--- config.mk ---
export PLATFORM = sky130hd
export DESIGN_NAME = led_panel_sipo_rx
export DESIGN_NICKNAME = d
export VERILOG_FILES = /design/src/rtl/led_panel_pkg.sv /design/src/rtl/led_sipo_word.sv /design/src/rtl/led_panel_sipo_rx.sv
export SDC_FILE = /design/constraint.sdc
export NUM_CORES = 1
export LEC_CHECK = 0
export BUFFER_PORTS_ARGS = -buffer_cell sky130_fd_sc_hd__buf_2
export CAP_MARGIN = 20
export CORE_ASPECT_RATIO = 2
export CORE_MARGIN = 2
export CORE_UTILIZATION = 36
export CTS_BUF_LIST = sky130_fd_sc_hd__clkbuf_4 sky130_fd_sc_hd__clkbuf_8
export DETAILED_ROUTE_END_ITERATION = 6
export PLACE_DENSITY_LB_ADDON = 0.1
export SYNTH_ARGS = -nofsm -noshare
export SYNTH_HDL_FRONTEND = slang
export SYNTH_SLANG_ARGS = --single-unit
--- constraint.sdc ---
create_clock -name clk -period 5.15 [get_ports clk]
set_clock_uncertainty 0.1 [all_clocks]
set_input_delay 0 -clock clk [delete_from_list [all_inputs] [get_ports clk]]
set_output_delay 0 -clock clk [all_outputs]
set_load 0.1 [all_outputs]
--- src/rtl/led_panel_pkg.sv ---
// Shared types and constants for the LED panel serial receive path.
package led_panel_pkg;

   localparam int unsigned LED_WORD_W   = 32;
   localparam int unsigned LED_NUM_ROWS = 4;

   typedef enum logic [1:0] {ROW_A, ROW_B, ROW_C, ROW_D} row_sel_t;

   typedef enum logic {RX_IDLE, RX_SHIFT} rx_state_t;

   typedef logic [LED_WORD_W-1:0] row_word_t;

endpackage

--- src/rtl/led_sipo_word.sv ---
// MSB-first shift register with bit counter; done flags the bit that completes a word.
module led_sipo_word
   import led_panel_pkg::*;
#(
   parameter int unsigned WORD_W = LED_WORD_W
) (
   input  logic              clk,
   input  logic              rst,
   input  logic              clear,
   input  logic              shift_en,
   input  logic              restart,
   input  logic              data_in,
   output logic [WORD_W-1:0] word_next,
   output logic              done
);

   localparam int unsigned CNT_W = $clog2(WORD_W) + 1;

   logic [WORD_W-1:0] word_q;
   logic [CNT_W-1:0]  cnt_q, cnt_d;

   assign word_next = {word_q[WORD_W-2:0], data_in};
   // restart makes the current bit bit 0 of a new word, so it can never complete one
   assign done      = shift_en && !restart && (cnt_q == CNT_W'(WORD_W - 1));

   always_comb begin
      cnt_d = cnt_q;
      if (clear) begin
         cnt_d = '0;
      end else if (shift_en) begin
         if (restart) begin
            cnt_d = CNT_W'(1);
         end else if (done) begin
            cnt_d = '0;
         end else begin
            cnt_d = cnt_q + CNT_W'(1);
         end
      end
   end

   always_ff @(posedge clk or negedge rst) begin
      if (!rst) begin
         word_q <= '0;
         cnt_q  <= '0;
      end else begin
         cnt_q <= cnt_d;
         if (shift_en && !clear) begin
            word_q <= word_next;
         end
      end
   end

endmodule

--- src/rtl/led_panel_sipo_rx.sv ---
// LED panel serial receiver: rebuilds four row words and publishes them atomically per frame.
// Optional LED_ROW_ORDER_CHECK_EN adds order_err and enforces row order A,B,C,D.
module led_panel_sipo_rx
   import led_panel_pkg::*;
#(
   parameter int unsigned WORD_W   = LED_WORD_W,
   parameter int unsigned NUM_ROWS = LED_NUM_ROWS
) (
   input  logic              clk,
   input  logic              rst,
   input  logic              data_in,
   input  logic              bit_en,
   input  logic [1:0]        sel,
   input  logic              flush,
   output logic [WORD_W-1:0] row_a,
   output logic [WORD_W-1:0] row_b,
   output logic [WORD_W-1:0] row_c,
   output logic [WORD_W-1:0] row_d,
   output logic              row_done,
   output logic [1:0]        row_idx,
   output logic              frame_done,
   output logic              sel_err
`ifdef LED_ROW_ORDER_CHECK_EN
   ,
   output logic              order_err
`endif
);

   rx_state_t           state_q, state_d;
   row_sel_t            cur_sel_q;
   logic [NUM_ROWS-1:0] row_valid_q, row_valid_d;
   logic [WORD_W-1:0]   shadow_q [NUM_ROWS];
   logic [WORD_W-1:0]   row_a_q, row_b_q, row_c_q, row_d_q;
   logic [WORD_W-1:0]   word_next;
   logic [1:0]          row_idx_q;
   logic                row_done_q, frame_done_q, sel_err_q;
   logic                shift_en, restart, word_done, sel_chg, frame_commit, order_ok;

   // flush beats a simultaneous bit
   assign shift_en = bit_en && !flush;

   led_sipo_word #(
      .WORD_W (WORD_W)
   ) u_word (
      .clk       (clk),
      .rst       (rst),
      .clear     (flush),
      .shift_en  (shift_en),
      .restart   (restart),
      .data_in   (data_in),
      .word_next (word_next),
      .done      (word_done)
   );

   always_comb begin
      state_d = state_q;
      restart = 1'b0;
      sel_chg = 1'b0;
      case (state_q)
         RX_IDLE: begin
            if (shift_en) begin
               restart = 1'b1;
               state_d = RX_SHIFT;
            end
         end
         RX_SHIFT: begin
            if (shift_en) begin
               if (sel != cur_sel_q) begin
                  restart = 1'b1;
                  sel_chg = 1'b1;
               end else if (word_done) begin
                  state_d = RX_IDLE;
               end
            end
         end
         default: state_d = RX_IDLE;
      endcase
      if (flush) begin
         state_d = RX_IDLE;
      end
   end

   always_comb begin
      row_valid_d  = row_valid_q;
      frame_commit = 1'b0;
      if (flush) begin
         row_valid_d = '0;
      end else if (word_done) begin
         if (!order_ok) begin
            // out-of-order word restarts the frame; a row A is kept as its first row
            row_valid_d = '0;
            if (cur_sel_q == ROW_A) begin
               row_valid_d[0] = 1'b1;
            end
         end else begin
            row_valid_d[cur_sel_q] = 1'b1;
            if (cur_sel_q == ROW_D) begin
               row_valid_d  = '0;
               frame_commit = &row_valid_q[NUM_ROWS-2:0];
            end
         end
      end
   end

   always_ff @(posedge clk or negedge rst) begin
      if (!rst) begin
         state_q <= RX_IDLE;
      end else begin
         state_q <= state_d;
      end
   end

   always_ff @(posedge clk or negedge rst) begin
      if (!rst) begin
         cur_sel_q    <= ROW_A;
         row_valid_q  <= '0;
         row_done_q   <= 1'b0;
         frame_done_q <= 1'b0;
         sel_err_q    <= 1'b0;
         row_idx_q    <= '0;
         row_a_q      <= '0;
         row_b_q      <= '0;
         row_c_q      <= '0;
         row_d_q      <= '0;
         for (int i = 0; i < NUM_ROWS; i++) begin
            shadow_q[i] <= '0;
         end
      end else begin
         row_done_q   <= word_done;
         frame_done_q <= frame_commit;
         sel_err_q    <= sel_chg;
         row_valid_q  <= row_valid_d;
         if (restart) begin
            cur_sel_q <= row_sel_t'(sel);
         end
         if (word_done) begin
            shadow_q[cur_sel_q] <= word_next;
            row_idx_q           <= cur_sel_q;
         end
         // row D comes straight from the word being completed, not its shadow
         if (frame_commit) begin
            row_a_q <= shadow_q[0];
            row_b_q <= shadow_q[1];
            row_c_q <= shadow_q[2];
            row_d_q <= word_next;
         end
      end
   end

`ifdef LED_ROW_ORDER_CHECK_EN
   logic [1:0] expected_q, expected_d;
   logic       order_err_q;

   assign order_ok = (cur_sel_q == expected_q);

   always_comb begin
      expected_d = expected_q;
      if (flush) begin
         expected_d = 2'd0;
      end else if (word_done) begin
         if (!order_ok) begin
            expected_d = (cur_sel_q == ROW_A) ? 2'd1 : 2'd0;
         end else begin
            expected_d = expected_q + 2'd1;
         end
      end
   end

   always_ff @(posedge clk or negedge rst) begin
      if (!rst) begin
         expected_q  <= 2'd0;
         order_err_q <= 1'b0;
      end else begin
         expected_q  <= expected_d;
         order_err_q <= word_done && !order_ok;
      end
   end

   assign order_err = order_err_q;
`else
   assign order_ok = 1'b1;
`endif

   assign row_a      = row_a_q;
   assign row_b      = row_b_q;
   assign row_c      = row_c_q;
   assign row_d      = row_d_q;
   assign row_done   = row_done_q;
   assign row_idx    = row_idx_q;
   assign frame_done = frame_done_q;
   assign sel_err    = sel_err_q;

endmodule
# After elaboration in Yosys (flattened, before gate mapping)

Index checks and enable logic that the tools add are counted.

$add $sub $neg: 1
$lt $le $gt $ge: 4
Equality and inequality tests: 3
Multiplexer cells: 25
Bitwise gates (word level): 3
Reductions and logical operators: 11

Operators with widths:

| kind                                                 | count |
|---|---|
| bitwise mux 128 bit                                  | 1 |
| demux 32 bit (select 2 bit)                          | 1 |
| 2-to-1 mux 32 bit                                    | 1 |
| 2-to-1 mux 6 bit                                     | 4 |
| 2-to-1 mux 1 bit                                     | 12 |
| 2-to-1 mux 4 bit                                     | 3 |
| adder 6 x 1 -> 6 bit (second input constant)         | 1 |
| equality test 6 x 5 -> 1 bit (second input constant) | 1 |
| logical AND 1 bit                                    | 6 |
| OR 4 bit                                             | 1 |
| one-hot mux 1 bit (2 select lines)                   | 2 |
| nonzero test 2 bit                                   | 2 |
| >= comparator 3 bit (second input constant)          | 1 |
| < comparator 2 x 3 -> 1 bit (second input constant)  | 1 |
| < comparator 3 x 1 -> 1 bit (second input constant)  | 1 |
| inverter 2 -> 3 bit                                  | 1 |
| AND reduction 3 bit                                  | 1 |
| demux 1 bit (select 2 bit)                           | 1 |
| equality test 2 bit (second input constant)          | 1 |
| >= comparator 2 x 1 -> 1 bit (second input constant) | 1 |
| zero test 1 bit                                      | 2 |
| inequality test 2 bit                                | 1 |
| inverter 1 bit                                       | 1 |

Flip-flop bits (word level): 305
Input port bits: 7
Output and inout bits: 133
Word-level logic and storage cells: 64

# Longest topological paths before layout

Gate-level depths: netlist (run 1).

Depth after elaboration: 12
Depth in mapped cells: 8
Gate-level depth less buffers: 5

# Cells and area by module

From an unflattened synthesis (run 1), not the netlist that was laid out.

Cell total of the unflattened synthesis: 630
Area, all modules: 10,702.8 um2

By module, submodules not included:

| module            | times used | cells an instance | area an instance (um2) |
|---|---|---|---|
| led_panel_sipo_rx | 1          | 520               | 9,148.8 |
| led_sipo_word     | 1          | 110               | 1,554.0 |

# Worst setup path before layout (run 1)

Ideal clock, no wire load.

Path kind: register -> register
From: reg u_word.cnt_q[0]
To: reg shadow_q[120] (netlist bit)
Library setup time: 125 ps
Arrival: 2,048 ps
Slack: 2,878 ps
Stages on the path, launching flop included: 8
Buffers on the path: 2
Cells stage by stage: dfrtp_1 ha_1 nand2_1 or3_1 clkbuf_1 nor4_4 buf_6 mux2_2

Word-level cells in the longest chain between the ends: 2

Ends and longest elaborated chain:

| item                            | line                     | RTL |
|---|---|---|
| from (decl)                     | led_sipo_word.sv:20      | `logic [CNT_W-1:0] cnt_q, cnt_d;` |
| from (signal assigned)          | led_sipo_word.sv:46      | `cnt_q <= cnt_d;` |
| equality test 6 x 5 -> 1 bit    | led_sipo_word.sv:24      | `assign done = shift_en && !restart && (cnt_q == CNT_W'(WORD_W - 1));` |
| logical AND 1 bit               | led_sipo_word.sv:24      |  |
| to (signal, indexed assignment) | led_panel_sipo_rx.sv:137 | `shadow_q[cur_sel_q] <= word_next;` |
| to (decl)                       | led_panel_sipo_rx.sv:32  | `logic [WORD_W-1:0] shadow_q [NUM_ROWS];` |

No other way between the ends.
A chain may end at the register's enable or synchronous reset.

# Worst setup path in the final report (run 1)

From: reg cur_sel_q[1]
To: reg shadow_q[73] (netlist bit)

Word-level cells in the longest chain between the ends: 7
Elaborated cells on any way between the ends: 14

Ends and longest elaborated chain:

| item                                                                        | line                     | RTL |
|---|---|---|
| from (decl)                                                                 | led_panel_sipo_rx.sv:30  | `row_sel_t cur_sel_q;` |
| from (signal assigned)                                                      | led_panel_sipo_rx.sv:134 | `cur_sel_q <= row_sel_t'(sel);` |
| parallel branches: the longest is 7 deep, another holds >= comparator 3 bit | --                       |  |

Several ways; the timed one is not identified.

==> results of run 1 <==
## sequential cells by signal, indices dropped and copies added, names as in the netlist
name and count:
cur_sel_q 2, sel_err 1, row_b 32, row_c 32, row_a 32, row_d 32
frame_done 1, shadow_q 96, u_word.word_q 31, row_valid_q 3, row_idx 2, state_q 1
u_word.cnt_q 6, row_done 1
## power groups by stage
stage	Combinational [mW]	Clock, mW	Sequential [mW]
final	0.141	1.81	2.30
after global placement	0.134	0	2.34
after global routing	0.160	1.98	2.32
after floorplan	0.0803	0	2.29
after CTS	0.146	1.89	2.31
after detailed placement	0.141	0	2.35
## worst max-delay path by stage
stage / cells after the start / slack (ps) / startpoint / endpoint
global route: 4 / 2180 / cur_sel_q[1] / shadow_q[73]
finish: 4 / 2360 / cur_sel_q[1] / shadow_q[73]
detailed placement: 4 / 2340 / cur_sel_q[1] / shadow_q[91]
global placement: 4 / 2510 / cur_sel_q[1] / shadow_q[72]
floorplan: 7 / 2880 / u_word.cnt_q[0] / shadow_q[120]
CTS: 4 / 2330 / cur_sel_q[1] / shadow_q[73]
## stage by stage
stage               hold WS [ps]  std cells  cell area (µm²)  worst slack, ps  util, %
finish                      13.7       1162            12200             2360     43.4
floorplan                   -396        617            10300             2880        -
CTS                         63.7       1162            12200             2330     43.4
global route                98.9       1162            12200             2180     43.4
global placement            34.4       1087            11300             2510     40.1
detailed placement          50.6       1087            11300             2340     40.1
## kinds of logic after synthesis
logic type / Yosys count / share of synthesized area, %
buffers and inverters: 33 / 2.09
multiplexers: 257 / 28.2
XOR/XNOR: 4 / 0.414
AND/OR/NAND/NOR: 32 / 1.81
flip-flops: 272 / 66.2
adder cells (fa/ha/maj): 1 / 0.122
AO/OA/AOI/OAI: 18 / 1.19
## timing repair
| action | 4_1_cts | 5_1_grt |
|---|---|---|
| setup buffers | 0 | 0 |
| gates resized for setup | 0 | 0 |
| hold buffers | 7 | 0 |
| hold endpoints to repair | 137 | 0 |
## cells in the final DEF, fill, tap and decap left out, drive strengths merged, types with 2 or more instances in the layout
cell type,synthesis,final
a21oi,4,4
buf,30,145
clkbuf,1,64
clkinv,0,3
dfrtp,272,272
dlygate4sd3,0,7
inv,2,2
mux2,257,257
nand2,7,7
nand3,3,3
nand4,7,7
nor2,7,7
nor3,3,3
o21ai,5,5
o31ai,2,2
xnor2,2,2
xor2,2,2
## layout make-up
class / count / area, µm² / share of cell area (%)
repair buffers: 152 / 846 / 6.92
flip-flops and latches: 272 / 6810 / 55.7
well taps: 356 / 445 / 3.64
inverters: 2 / 7.51 / 0.0614
clock inverters: 4 / 22.5 / 0.184
multi-input cells: 312 / 3270 / 26.8
clock buffers: 64 / 825 / 6.74
## metal layers
metal | GRT usage (%) | vias up
met5 | 0 | -
met4 | 6.48 | 0
li1 | - | 2532
met3 | 2.89 | 49
met1 | 18.2 | 3013
met2 | 25.5 | 157
## critical path, delay by kind of cell, from the launching register on
family / cells / cell delay, ps
simple gates: 2 / 1160
mux: 1 / 530
xor+xnor: 1 / 370
flops: 1 / 470
==> out/metrics.yaml, run 1 <==
status: "finished, final reports clean"
synth_cell_types: 35
crit_chain: "xnor2_1 > and4_1 > nand4_4 > mux2_2"
tritoncts: "built"
drt_pass1_iterations: 4
max_freq_ghz: 0.358
dieWidth_um: 123
synth_top_area_share_pct: 66.2
synthCells: 617
ys_ff_latch: 272
powerDensity_nw_per_um2: 348
dpl.hpwl_mm: 13.4
p_sw_share_pct: 23.1
grt_pass1_vias: 6179
yosys.cell_count.top_type: "dfrtp_1"
die_y_um: 243
first_iter_violations: 294
clk_pin_slew_ps: 70
setup_violations: 0
p_switching_mw: 0.981
syn_area_um2: 10300
cts_root_buf: "clkbuf_8"
worstPathRequired_ps: 5460
crit_slowest_cell: "nand4_4"
drive_above_1_share_pct: 43.3
tightestPinTransition_ps: 923
cts_buffer_depth: 3
overflow: 0
portBuffers: 139
cp-end-kind: "flip-flop"
yosys_most_used_dff: "dfrtp_1"
numCtsBuffers: 39
drt-total-wl_mm: 21.7
async_reset_ff_share_pct: 100
finalHoldViolations: 0
routed.top_layer: "met4"
finalMaxSlewViolations: 0
rsz0062_at_grt: "no"
yosysTopAreaCell: "dfrtp_1"
io_pins: 140
synthTopCellsByCount: "272 x dfrtp_1, 130 x mux2_2, 127 x mux2_1, 13 x buf_4, 10 x buf_2"
antenna_left: 0
route.detailed.vias_per_inst: 4.95
htreeDepth: 2
rr_worst_depth: 4
critPathArrivalTime_ps: 3100
total_power_mw: 4.25
p_seq_share_pct: 54.2
path_max_fanout: 33
synth_fp_nets: 625
pwr-share-comb_pct: 3.3
ir_drop_uv: 220
wl_met1_mm: 8.66
synth_edf_count: 0
dieArea_um2: 30000
place.gp.congestion: 0.812
dr_total_vias: 5751
r2r_end: "shadow_q[73]"
clock-sinks: 272
internal_power_mw: 3.27
grt_pass1_wl_mm: 34.9
antenna_found_initial: 0
clk_latency_ps: 540
yosys_warnings: 0
maxCapViolations: 0
power.leakage_nw: 6.77
clkPwrFrac_pct: 42.5
post-route-period-util_pct: 54.2
num-fill-cells: 2528
core_um2: 28200
std_cell_rows: 87
critPathMaxStageDelay_ps: 670
postSynthAreaPerCell_um2: 16.7
holdCritPathClass: "in2async"
wl_met3_mm: 1.04
wl_per_cell_um: 18.7
crit_path_start_kind: "flip-flop"
relSlewSlack_pct: 38.5
r2r_slack_ps: 2360
period_needed_ps: 2790
nets: 787
tns_ps: 0
initial_core_util_pct: 36.5
ys_seq_area_share_pct: 66.2
reg2reg_from: "cur_sel_q[1]"
grt_max_degree: 155
synth_area_leaders: "dfrtp_1 66%, mux2_2 14%, mux2_1 14%"
wl_met2_mm: 11.3
criticalPathCategory: "reg2reg"
synthToLayoutAreaGrowth_pct: 18.9
n_antenna_cell: 0
drc: 0
grtUsageTotal_pct: 15.0
Power figures use the tool's default switching activity.
==> run 2, diff against run 1 <==
==> constraint.sdc (replaced) <==
create_clock -name clk -period 2.8 [get_ports clk]
set_clock_uncertainty 0.1 [all_clocks]
set_input_delay 0 -clock clk [delete_from_list [all_inputs] [get_ports clk]]
set_output_delay 0 -clock clk [all_outputs]
set_load 0.1 [all_outputs]
==> run 2 against run 1 <==
Net effect: global-route usage increased by 0.26 points; combinational power increased by 95%; utilization increased by 0.39 points; power increased by 86%; worst setup slack got worse by 2100 ps; sequential share of layout area decreased by 0.50 points; cell count increased by 0.77%; clock-buffer cell count unchanged; wire length increased by 1.4%; non-clock buffer count increased by 7; the flow now finishes with violations (hold timing); first-iteration DRC count decreased by 21%; sequential power increased by 84%.
==> out/metrics.yaml, run 2 (same netlist as run 1, synthesis figures left out) <==
status: "finished, violations left"
violations: "hold timing"
finalMaxSlewViolations: 0  # unchanged
grt_max_degree: 129  # -17%
cp-end-kind: "flip-flop"
period_needed_ps: 2550  # -240 ps
ir_drop_uv: 565  # +160%
dr_total_vias: 5721  # -0.52%
n_antenna_cell: 0  # unchanged
r2r_end: "row_d[7]"
stdcell_area_um2: 12300  # +0.90%
powerDensity_nw_per_um2: 643  # +85%
layout_common_cells: "272 x dfrtp_1, 138 x buf_2, 130 x mux2_2"
grt_pass1_vias: 6260  # +1.3%
clock-sinks: 272  # unchanged
crit_path_start_kind: "flip-flop"
dieArea_um2: 30000  # unchanged
wl_per_cell_um: 18.8  # +0.58%
max_freq_ghz: 0.392  # +9.4%
tns_ps: 0  # unchanged
dpl.hpwl_mm: 13.8  # +3.3%
drt_pass1_iterations: 4  # unchanged
place.gp.congestion: 0.772  # -5.0%
antenna_left: 0  # unchanged
core_um2: 28200  # unchanged
finalHoldViolations: 14  # +14
holdWs_ps: -33.7  # -47.3 ps
layout_commonest_cell: "dfrtp_1"
initial_core_util_pct: 36.5  # unchanged
first_iter_violations: 231  # -21%
numCtsBuffers: 40  # +2.6%
total_power_mw: 7.93  # +86%
critPathMaxStageDelay_ps: 500  # -170 ps
largest_reg_flops: 96  # unchanged
fin_util_pct: 43.8  # +0.39 points
cts_resized: 0  # unchanged
cts_buffer_depth: 3  # unchanged
relSlewSlack_pct: 43.2  # +4.7 points
synthToLayoutAreaGrowth_pct: 20.0
cts_root_buf: "clkbuf_8"
crit_slowest_cell: "and4_1"
clk_latency_ps: 540  # about the same
post-route-period-util_pct: 91.2  # +37 points
power.leakage_nw: 6.83  # +0.96%
drt-total-wl_mm: 22.0  # +1.4%
drive_above_1_share_pct: 43.9  # +0.63 points
overflow: 0  # unchanged
tightestPinTransition_ps: 853  # -70.2 ps
top_register: "shadow_q"
rsz0062_at_grt: "no"
tritoncts: "built"
setup_violations: 0  # unchanged
die_y_um: 243  # unchanged
grtUsageTotal_pct: 15.2  # +0.26 points
clk_pin_slew_ps: 60  # about the same
route.detailed.vias_per_inst: 4.89  # -1.3%
r2r_slack_ps: 250  # -2110 ps
drc: 0  # unchanged
std_cell_rows: 87  # unchanged
critPathArrivalTime_ps: 2870  # -230 ps
crit_chain: "xnor2_1 > and4_1 > nand4_1 > buf_12 > mux2_1"
antenna_found_initial: 0  # unchanged
reg2reg_from: "cur_sel_q[1]"
maxCapViolations: 0  # unchanged
path_max_fanout: 128  # +290%
rr_worst_depth: 5  # +1
placed_cell_area_um2: 11400  # +0.80%
dieWidth_um: 123  # unchanged
htreeDepth: 2  # unchanged
holdCritPathClass: "in2async"
nets: 795  # +1.0%
io_pins: 140  # unchanged
criticalPathCategory: "reg2reg"
grt_pass1_wl_mm: 35.3  # +1.1%
worstPathRequired_ps: 3120  # -2340 ps
portBuffers: 139  # unchanged
-- run 2: cell types whose count changed in the layout (fill, tap and decap cells not counted), sizes merged --
cell,delta
buf,+7
bufinv,+2
clkinv,+1
clkinvlp,-1
-- run 2: worst max path at each step --
stage / startpoint / end / slack, ps / cells past startpoint
finish: cur_sel_q[1] / row_d[7] / 250 / 5
floorplan: u_word.cnt_q[0] / shadow_q[120] / 530 / 7
global placement: cur_sel_q[1] / row_a[7] / 350 / 5
global route: cur_sel_q[1] / row_a[6] / 60 / 5
detailed placement: cur_sel_q[1] / row_b[2] / 280 / 5
CTS: cur_sel_q[1] / row_b[0] / 260 / 5
-- run 2: where the power goes --
group	internal, mW	switching, mW	total (mW)
Sequential	4.04	0.190	4.23
Clock	1.96	1.46	3.42
Combinational	0.127	0.148	0.275
-- run 2: cell type report --
cell class | count | area, µm²
clock buffers | 64 | 787
clock inverters | 6 | 80.1
fillers | 2554 | 15900
inverters | 2 | 7.51
multi-input cells | 312 | 3270
flip-flops and latches | 272 | 6810
well taps | 356 | 445
repair buffers | 159 | 936
-- run 2: through the flow --
stage / std cells / hold WS (ps) / setup WS, ps
2_1_floorplan: 617 / -396 / 528
3_3_place_gp: 1094 / -9.92 / 347
3_5_place_dp: 1094 / 14.2 / 284
4_1_cts: 1171 / 10.8 / 262
5_1_grt: 1171 / 20.6 / 60.5
6_report: 1171 / -33.7 / 248
-- run 2: worst max-delay path, delay by kind of cell (launching register included) --
kind                      cells  cell delay (ps)
and+or+nand+nor               2              710
muxes                         1              420
buffers and inverters         1              330
xor gates and xnor gates      1              310
DFF                           1              460
-- run 2: timing repair --
item / 4_1_cts / 5_1_grt
endpoints found under the hold margin: 189 / 0
buffers inserted: 0 / 0
hold buffers: 7 / 0
setup endpoints to repair: 0 / 0
-- run 2: per-layer routing --
metal / share of wire (%) / up-vias / global-route usage, %
li1: - / 2549 / -
met1: 39 / 3003 / 17.5
met2: 54 / 130 / 27.2
met3: 4.5 / 39 / 3.45
met4: 2.6 / 0 / 5.41
met5: 0 / - / 0
